$ cat src/rtl/id_stage_pipe.sv
// Decode stage: 2R/1W register file, RV32 opcode decode, immediate generation and ID/EX register.
// Define ID_RF_BYPASS_EN to forward a same-cycle writeback into the captured rs1/rs2 data.
module id_stage_pipe #(
  parameter int XLEN = 32,
  parameter int NREG = 32,
  parameter int PC_W = 32
) (
  input  logic            clk,
  input  logic            rst,
  input  logic            if_valid,
  output logic            if_ready,
  input  logic [PC_W-1:0] if_pc,
  input  logic [31:0]     if_instr,
  input  logic            flush,
  input  logic            wb_we,
  input  logic [4:0]      wb_addr,
  input  logic [XLEN-1:0] wb_data,
  output logic            ex_valid,
  input  logic            ex_ready,
  output logic [PC_W-1:0] ex_pc,
  output logic [XLEN-1:0] ex_rs1_data,
  output logic [XLEN-1:0] ex_rs2_data,
  output logic [XLEN-1:0] ex_imm,
  output logic [4:0]      ex_rs1_addr,
  output logic [4:0]      ex_rs2_addr,
  output logic [4:0]      ex_rd_addr,
  output logic [2:0]      ex_funct3,
  output logic [6:0]      ex_funct7,
  output logic [2:0]      ex_alu_op,
  output logic [1:0]      ex_branch,
  output logic            ex_alu_src,
  output logic            ex_mem_read,
  output logic            ex_mem_write,
  output logic            ex_reg_write,
  output logic            ex_csr_write,
  output logic            ex_illegal
);

  localparam int          AW     = (NREG > 1) ? $clog2(NREG) : 1;
  localparam int unsigned NREG_U = NREG;

  localparam logic [6:0] OPC_OP     = 7'b0110011;
  localparam logic [6:0] OPC_OP_IMM = 7'b0010011;
  localparam logic [6:0] OPC_LOAD   = 7'b0000011;
  localparam logic [6:0] OPC_STORE  = 7'b0100011;
  localparam logic [6:0] OPC_BRANCH = 7'b1100011;
  localparam logic [6:0] OPC_LUI    = 7'b0110111;
  localparam logic [6:0] OPC_AUIPC  = 7'b0010111;
  localparam logic [6:0] OPC_JAL    = 7'b1101111;
  localparam logic [6:0] OPC_JALR   = 7'b1100111;
  localparam logic [6:0] OPC_SYSTEM = 7'b1110011;

  localparam logic [2:0] ALU_ADD = 3'd0;
  localparam logic [2:0] ALU_BR  = 3'd1;
  localparam logic [2:0] ALU_R   = 3'd2;
  localparam logic [2:0] ALU_I   = 3'd3;
  localparam logic [2:0] ALU_LUI = 3'd4;
  localparam logic [2:0] ALU_SYS = 3'd5;

  localparam logic [1:0] BR_NONE = 2'd0;
  localparam logic [1:0] BR_COND = 2'd1;
  localparam logic [1:0] BR_JAL  = 2'd2;
  localparam logic [1:0] BR_JALR = 2'd3;

  typedef struct packed {
    logic [PC_W-1:0] pc;
    logic [XLEN-1:0] rs1_data;
    logic [XLEN-1:0] rs2_data;
    logic [XLEN-1:0] imm;
    logic [4:0]      rs1_addr;
    logic [4:0]      rs2_addr;
    logic [4:0]      rd_addr;
    logic [2:0]      funct3;
    logic [6:0]      funct7;
    logic [2:0]      alu_op;
    logic [1:0]      branch;
    logic            alu_src;
    logic            mem_read;
    logic            mem_write;
    logic            reg_write;
    logic            csr_write;
    logic            illegal;
  } ex_t;

  typedef enum logic {RUN, INTERLOCK} state_t;

  function automatic logic in_range(input logic [4:0] a);
    return 32'(a) < NREG_U;
  endfunction

  logic [XLEN-1:0] rf_q [NREG];
  logic [XLEN-1:0] rf_d [NREG];
  ex_t             ex_q, ex_d, dec;
  logic            ex_valid_q, ex_valid_d;
  state_t          state_q, state_d;
  logic            hazard_en, hazard, accept, wb_hit;
  logic            use_rs1, use_rs2, use_rd, known;
  logic [31:0]     imm32;
  logic [XLEN-1:0] rs1_val, rs2_val;
  logic [4:0]      rs1, rs2;

  assign rs1    = if_instr[19:15];
  assign rs2    = if_instr[24:20];
  assign wb_hit = wb_we && (wb_addr != 5'd0) && in_range(wb_addr);

  always_comb begin
    rf_d = rf_q;
    if (wb_hit) rf_d[wb_addr[AW-1:0]] = wb_data;
  end

  always_comb begin
    rs1_val = '0;
    rs2_val = '0;
    if ((rs1 != 5'd0) && in_range(rs1)) rs1_val = rf_q[rs1[AW-1:0]];
    if ((rs2 != 5'd0) && in_range(rs2)) rs2_val = rf_q[rs2[AW-1:0]];
`ifdef ID_RF_BYPASS_EN
    if (wb_hit && (wb_addr == rs1)) rs1_val = wb_data;
    if (wb_hit && (wb_addr == rs2)) rs2_val = wb_data;
`endif
  end

  always_comb begin
    dec          = '0;
    imm32        = '0;
    known        = 1'b1;
    use_rs1      = 1'b0;
    use_rs2      = 1'b0;
    use_rd       = 1'b0;
    dec.pc       = if_pc;
    dec.rs1_data = rs1_val;
    dec.rs2_data = rs2_val;
    dec.rs1_addr = rs1;
    dec.rs2_addr = rs2;
    dec.rd_addr  = if_instr[11:7];
    dec.funct3   = if_instr[14:12];
    dec.funct7   = if_instr[31:25];
    unique case (if_instr[6:0])
      OPC_OP: begin
        dec.alu_op = ALU_R; dec.reg_write = 1'b1;
        use_rs1 = 1'b1; use_rs2 = 1'b1; use_rd = 1'b1;
      end
      OPC_OP_IMM: begin
        dec.alu_op = ALU_I; dec.alu_src = 1'b1; dec.reg_write = 1'b1;
        imm32 = {{20{if_instr[31]}}, if_instr[31:20]};
        use_rs1 = 1'b1; use_rd = 1'b1;
      end
      OPC_LOAD: begin
        dec.alu_op = ALU_ADD; dec.alu_src = 1'b1; dec.mem_read = 1'b1; dec.reg_write = 1'b1;
        imm32 = {{20{if_instr[31]}}, if_instr[31:20]};
        use_rs1 = 1'b1; use_rd = 1'b1;
      end
      OPC_STORE: begin
        dec.alu_op = ALU_ADD; dec.alu_src = 1'b1; dec.mem_write = 1'b1;
        imm32 = {{20{if_instr[31]}}, if_instr[31:25], if_instr[11:7]};
        use_rs1 = 1'b1; use_rs2 = 1'b1;
      end
      OPC_BRANCH: begin
        dec.alu_op = ALU_BR; dec.branch = BR_COND;
        imm32 = {{19{if_instr[31]}}, if_instr[31], if_instr[7], if_instr[30:25], if_instr[11:8], 1'b0};
        use_rs1 = 1'b1; use_rs2 = 1'b1;
      end
      OPC_LUI: begin
        dec.alu_op = ALU_LUI; dec.alu_src = 1'b1; dec.reg_write = 1'b1;
        imm32 = {if_instr[31:12], 12'b0};
        use_rd = 1'b1;
      end
      OPC_AUIPC: begin
        dec.alu_op = ALU_ADD; dec.alu_src = 1'b1; dec.reg_write = 1'b1;
        imm32 = {if_instr[31:12], 12'b0};
        use_rd = 1'b1;
      end
      OPC_JAL: begin
        dec.alu_op = ALU_ADD; dec.branch = BR_JAL; dec.alu_src = 1'b1; dec.reg_write = 1'b1;
        imm32 = {{11{if_instr[31]}}, if_instr[31], if_instr[19:12], if_instr[20], if_instr[30:21], 1'b0};
        use_rd = 1'b1;
      end
      OPC_JALR: begin
        dec.alu_op = ALU_ADD; dec.branch = BR_JALR; dec.alu_src = 1'b1; dec.reg_write = 1'b1;
        imm32 = {{20{if_instr[31]}}, if_instr[31:20]};
        use_rs1 = 1'b1; use_rd = 1'b1;
      end
      OPC_SYSTEM: begin
        dec.alu_op = ALU_SYS;
        imm32 = {{20{if_instr[31]}}, if_instr[31:20]};
        // funct3==0 is ECALL/EBREAK; CSR-immediate forms (funct3[2]) carry no rs1
        if (if_instr[14:12] != 3'd0) begin
          dec.csr_write = 1'b1; dec.reg_write = 1'b1;
          use_rd  = 1'b1;
          use_rs1 = ~if_instr[14];
        end
      end
      default: known = 1'b0;
    endcase
    dec.imm     = XLEN'($signed(imm32));
    dec.illegal = ~known | (use_rs1 & ~in_range(rs1)) | (use_rs2 & ~in_range(rs2))
                | (use_rd & ~in_range(if_instr[11:7]));
    if (dec.illegal) begin
      dec.reg_write = 1'b0;
      dec.mem_read  = 1'b0;
      dec.mem_write = 1'b0;
      dec.csr_write = 1'b0;
    end
  end

  // Interlock FSM: next-state
  always_comb begin
    state_d = state_q;
    unique case (state_q)
      RUN:       if (hazard && ex_ready) state_d = INTERLOCK;
      INTERLOCK: state_d = RUN;
      default:   state_d = RUN;
    endcase
    if (flush) state_d = RUN;
  end

  // Interlock FSM: outputs; ID/EX is always empty in INTERLOCK, so masking is redundant but explicit
  always_comb begin
    hazard_en = (state_q == RUN);
  end

  assign hazard = hazard_en & ex_valid_q & ex_q.mem_read & (ex_q.rd_addr != 5'd0)
                & ((ex_q.rd_addr == rs1) | (ex_q.rd_addr == rs2));
  assign if_ready = rst & (flush | (~hazard & (~ex_valid_q | ex_ready)));
  assign accept   = if_valid & if_ready;

  always_comb begin
    ex_d       = ex_q;
    ex_valid_d = ex_valid_q;
    if (flush) begin
      ex_valid_d = 1'b0;
    end else if (accept) begin
      ex_d       = dec;
      ex_valid_d = 1'b1;
    end else if (ex_ready) begin
      ex_valid_d = 1'b0;
    end
  end

  always_ff @(posedge clk or negedge rst) begin
    if (!rst) state_q <= RUN;
    else      state_q <= state_d;
  end

  always_ff @(posedge clk or negedge rst) begin
    if (!rst) begin
      ex_q       <= '0;
      ex_valid_q <= 1'b0;
    end else begin
      ex_q       <= ex_d;
      ex_valid_q <= ex_valid_d;
    end
  end

  always_ff @(posedge clk or negedge rst) begin
    if (!rst) begin
      for (int unsigned i = 0; i < NREG_U; i++) rf_q[i] <= '0;
    end else begin
      rf_q <= rf_d;
    end
  end

  assign ex_valid     = ex_valid_q;
  assign ex_pc        = ex_q.pc;
  assign ex_rs1_data  = ex_q.rs1_data;
  assign ex_rs2_data  = ex_q.rs2_data;
  assign ex_imm       = ex_q.imm;
  assign ex_rs1_addr  = ex_q.rs1_addr;
  assign ex_rs2_addr  = ex_q.rs2_addr;
  assign ex_rd_addr   = ex_q.rd_addr;
  assign ex_funct3    = ex_q.funct3;
  assign ex_funct7    = ex_q.funct7;
  assign ex_alu_op    = ex_q.alu_op;
  assign ex_branch    = ex_q.branch;
  assign ex_alu_src   = ex_q.alu_src;
  assign ex_mem_read  = ex_q.mem_read;
  assign ex_mem_write = ex_q.mem_write;
  assign ex_reg_write = ex_q.reg_write;
  assign ex_csr_write = ex_q.csr_write;
  assign ex_illegal   = ex_q.illegal;

endmodule
$ cat config.mk
export PLATFORM = sky130hd
export DESIGN_NAME = id_stage_pipe
export DESIGN_NICKNAME = d
export VERILOG_FILES = /design/src/rtl/id_stage_pipe.sv
export SDC_FILE = /design/constraint.sdc
export NUM_CORES = 2
export LEC_CHECK = 0
export ABC_AREA = 1
export CORE_ASPECT_RATIO = 1.75
export CORE_UTILIZATION = 35
export CTS_BUF_LIST = sky130_fd_sc_hd__clkbuf_8
export DETAILED_ROUTE_END_ITERATION = 8
export GPL_TIMING_DRIVEN = 0
export PLACE_DENSITY = 0.51
export SKIP_LAST_GASP = 1
export SLEW_MARGIN = 10
export SYNTH_ARGS = -nofsm -noshare
export SYNTH_HDL_FRONTEND = slang
export SYNTH_SLANG_ARGS = --single-unit
$ cat constraint.sdc
create_clock -name clk -period 2.15 [get_ports clk]
set_clock_uncertainty 0.05 [all_clocks]
set_input_delay 0.43 -clock clk [delete_from_list [all_inputs] [get_ports clk]]
set_output_delay 0.43 -clock clk [all_outputs]
set_load 0.1 [all_outputs]
==> reports/results.ini, run 1 <==
[placement]
final_replace_weighted_congestion = 1.24
numPortBuffers = 235
dp_hpwl_um = 445000

[synth]
synth_area_leaders = dfrtp_1 (46%), nand2_1 (18%), nand3_1 (10%), o21ai_0 (10%), inv_1 (4.7%)
synth_nets = 9323
synth_area_um2 = 64600
yosys.cell_types.count = 33
synth.top_cell.area_share = 0.461
synth_largest_area_cell = dfrtp_1
sequential_to_total_area_share_from_yosys_stat = 0.461
synth_cells = 9216
syn_area_per_cell_um2 = 7.01
ys_warn_count = 0
synth.ff_latch_count = 1190

[global_route]
vias_in_the_first_global_route = 89700
grt_overflow = 1465
grt_max_degree = 160
globalRouteTotalUtil = 0.740
grt_first_pass_wirelength_um = 965000

[clock_network]
tritoncts_num_sinks = 1190
cts_buffers = 199
max-clock-path-buffers = 4
cts_root_buffer = clkbuf_8
cts-htree-levels = 4

[run_status]
error_line = [ERROR GRT-0116] Global routing finished with congestion. Check the congestion regions in the DRC Viewer.
status = did not finish
flow.stopped_at = global routing

[floorplan]
die_width_um = 327
die_h_um = 570
top_level_ports = 273
rows = 208
start_util = 0.352

==> per-stage QoR <==
stage                     instances   util  worst slack [ns]  cell area, um^2
after floorplan                9216      -            0.0371            64600
after CTS                     12300  0.428             -1.01            78600
after detailed placement      11900  0.387             -2.83            71000
after global placement        11900  0.382            -65.51            70000
==> what timing repair did <==
item / CTS
resized for setup: 1990
hold buffers: 41
cloned: 2
setup buffers: 31
pin swaps: 19
endpoints found under the hold margin: 506
endpoints found under the setup margin: 1200
==> layer usage <==
layer	GRT usage	GRT overflow
met5	0.283	0
met4	0.731	563
met3	0.579	5
met2	0.911	893
met1	0.741	4
==> cells by family after synthesis <==
logic type,share of synthesized area
XOR/XNOR,0.000271
AO/OA/AOI/OAI,0.140
buffers and inverters,0.0977
AND/OR/NAND/NOR,0.302
flip-flops,0.461
==> Yosys cell counts (all sizes together) <==
cell and instances:
a21oi 225, a22oi 1, a41oi 1, dfrtp 1190, clkinv 5, o31ai 1
o21ai 1375, a21boi 33, nand4 21, o211ai 88, nor3 12, or2 29
nand3 1347, xnor2 2, inv 819, clkbuf 497, o22ai 8, nor2 129
nor4 1, nand2 3141, o21a 4, buf 287
==> inputs of run 2 (changes only) <==
--- a/config.mk
+++ b/config.mk
@@ -6,12 +6,10 @@
 export NUM_CORES = 2
 export LEC_CHECK = 0
 export ABC_AREA = 1
-export CORE_ASPECT_RATIO = 1.75
-export CORE_UTILIZATION = 35
-export CTS_BUF_LIST = sky130_fd_sc_hd__clkbuf_8
+export CORE_UTILIZATION = 20
 export DETAILED_ROUTE_END_ITERATION = 8
 export GPL_TIMING_DRIVEN = 0
-export PLACE_DENSITY = 0.51
+export PLACE_DENSITY_LB_ADDON = 0.15
 export SKIP_LAST_GASP = 1
 export SLEW_MARGIN = 10
 export SYNTH_ARGS = -nofsm -noshare
==> reports/results.ini, run 2 <==
[sta]
tightestPinTransition_ns = 1.46
hold_slack_ns = -0.374
max_slew_margin = 0.0239
setup-tns-final_ns = -56.15
report.final.setup_viol = 455
rsz0062_at_grt = yes
fin_crit_ns = 3.10
final.period_utilization = 1.44
max_freq_mhz = 322
number_of_max_slew_violations_in_the_final_report = 0
post-route-worst-setup-slack_ns = -0.954
hold_violations = 128

[floorplan]
die_h_um = 570  ; about the same
core-area_um2 = 321000
start_util = 0.201  ; -0.151
rows = 208  ; unchanged
die_width_um = 570  ; +75%
top_level_ports = 273  ; unchanged
design.die.area_um2 = 325000

[synth]
ys_warn_count = 0  ; unchanged
synth_area_leaders = dfrtp_1 (46%), nand2_1 (18%), nand3_1 (10%), o21ai_0 (10%), inv_1 (4.7%)
synth.top_cell.area_share = 0.461  ; unchanged
synth.ff_latch_count = 1190  ; unchanged
synth_area_um2 = 64600  ; unchanged
synth_nets = 9323  ; unchanged
synth_cells = 9216  ; unchanged
most_common_cell_in_the_synthesized_netlist = nand2_1
dominant_combinational_cell_family_by_area_after_synthesis = simple AND/OR/NAND/NOR gates
post_synth_xor_area_fraction = 0.000271  ; unchanged
yosys.cell_types.count = 33  ; unchanged
synth_compound_area_frac = 0.140  ; unchanged
synth.mux.area_fraction = 0  ; unchanged
sequential_to_total_area_share_from_yosys_stat = 0.461  ; unchanged
async_reset_ff_frac = 1.00  ; unchanged
yosys.area_share.adder = 0  ; unchanged
yosys-top-cells-count = nand2_1 (3140), nand3_1 (1346), o21ai_0 (1304)
yosys_most_used_dff = dfrtp_1
syn_area_per_cell_um2 = 7.01  ; unchanged
number_of_flops_mapped_to_enable_cells_by_yosys = 0  ; unchanged
synth-simple-area-share = 0.302  ; unchanged
synth_largest_area_cell = dfrtp_1

[routing]
detail_route.drc_violations = 0
via_per_inst = 5.54
firstDrtPassIters = 6
drt.antenna.violating_nets = 0
wl_per_cell_um = 50.8
vias = 79900
totalWireLength_um = 733000
initialDrtViolationCount = 12900

[run_status]
status = finished with violations
failed_checks = negative hold slack, negative setup slack

[setup_path]
critical_path_peak_fanout = 7
worst_path_dominant_cell_family = flip-flops
critical_path.cell_chain = nor2_2 -> nand4_1 -> nand4_1 -> inv_2 -> a21oi_4 -> buf_12 -> buf_12 -> buf_16
worstSetupEndpointType = output pin
cp_num_buf_inv = 4
setup.worst_path.start_class = flop
crit_slowest_cell = dfrtp_4
critical-path-max-stage-delay_ns = 0.55
critPathArrivalTime_ns = 2.62
cp_data_required_time_ns = 1.67
critical_path_start_end_classification = flop to output pin

[placement]
pre_cts_slack_ns = -3.52  ; -0.690 ns
final_replace_weighted_congestion = 1.07  ; -13%
numPortBuffers = 235  ; unchanged
dp_cells = 13900  ; +17%
dp_hpwl_um = 574000  ; +29%

[global_route]
antenna_found_initial = 221
grt_max_degree = 127
globalRouteTotalUtil = 0.437
grt_first_pass_wirelength_um = 890000
grt_overflow = 0
vias_in_the_first_global_route = 70700

[cells_and_area]
final_cell_mix = nand2_1 (3016), o21ai_0 (1251), nand3_1 (1180)
post_layout_nonfiller_instances = 14400
most_common_library_cell_in_the_layout_ignoring_fill_and_taps = nand2_1
area.growth.synth_to_final_pct = 34.8
largest_reg_flops = 1024
drive_gt1_frac = 0.172
final_nets = 9971
max_flop_register = rf_q

[clock_network]
clk-insertion-delay-late_ns = 0.95
max-clock-path-buffers = 4  ; unchanged
cts_tree = built
tritoncts_num_sinks = 1190  ; unchanged
worst_setup_hold_path_clk_slew_ns = 0.06
cts_root_buffer = clkbuf_16
cts_buffers = 172  ; -14%
cts-htree-levels = 4  ; unchanged

[job]
maxCapViolations = 0

[power]
total_power_uw = 88900
p_leak_uw = 0.0403
power.density_cell_area_nw_per_um2 = 1020
ir_worst_vdd_mv = 0.692

[min_path]
worst_hold_path_type = primary input to async pin

==> run 2: cell counts after synthesis <==
Identical to the previous run, type by type.
==> run 2: worst min-delay path, delay by kind of cell <==
kind	cells	cell delay [ns]
buffers and inverters	5	0.51
==> run 2: through the flow <==
step / cell area (um^2) / util
after CTS: 85500 / 0.266
after global routing: 86800 / 0.270
after detailed placement: 75300 / 0.234
after global placement: 72400 / 0.225
after floorplan: 64600 / -
final: 87100 / 0.271
==> run 2: final cells by class <==
| cell class | count | area, um^2 |
|---|---|---|
| Fill cell | 35700 | 234000 |
| Multi-Input combinational cell | 6418 | 30500 |
| Sequential cell | 1190 | 29800 |
| Timing Repair Buffer | 475 | 6500 |
| Buffer | 783 | 5720 |
| Tap cell | 4305 | 5390 |
| Clock buffer | 247 | 5010 |
| Inverter | 824 | 3150 |
| Clock inverter | 54 | 737 |
| Antenna cell | 128 | 320 |
==> run 2: final timing paths <==
check                              start              end  slack [ns]  depth (start not counted)
max reg2reg                    rf_q[908]  ex_rs1_data[12]       -0.53                          7
max                        ex_rd_addr[0]         if_ready       -0.95                          8
min reg2reg                   rf_q[1006]       rf_q[1006]        0.40                          1
max in group asynchronous            rst         rf_q[81]       -0.21                          9
min                                  rst        ex_pc[12]       -0.37                          5
min in group clk             wb_data[30]         rf_q[94]        0.03                          4
==> run 2: timing repair <==
action,4_1_cts,5_1_grt
pin swaps,73,28
hold endpoints to repair,153,134
buffers inserted,48,31
cloned,14,14
hold buffers,17,4
gates resized for setup,992,1282
setup endpoints to repair,1483,1493
==> run 2: power by group <==
group	total, uW	internal (uW)	switching (uW)
combinational	27800	6390	21400
clock	30900	17900	13000
sequential	30100	26500	3600
==> run 2: cell families (layout without fill, tap and decap cells) <==
logic type | after synthesis | count (layout)
flip-flops | 1190 | 1190
buffers and inverters | 1608 | 2383
other | 0 | 128
XOR/XNOR | 2 | 2
AO/OA/AOI/OAI | 1736 | 1736
AND/OR/NAND/NOR | 4680 | 4680
==> run 2: routing by layer <==
layer	wire (um)	vias up	part of all wire	global-route usage
met2	297000	5976	0.40	0.613
met5	431	-	0.00059	0
li1	-	31200	-	-
met1	299000	41300	0.41	0.557
met3	79600	1387	0.11	0.151
met4	57400	64	0.078	0.301
(Power assumes the default switching activity.)
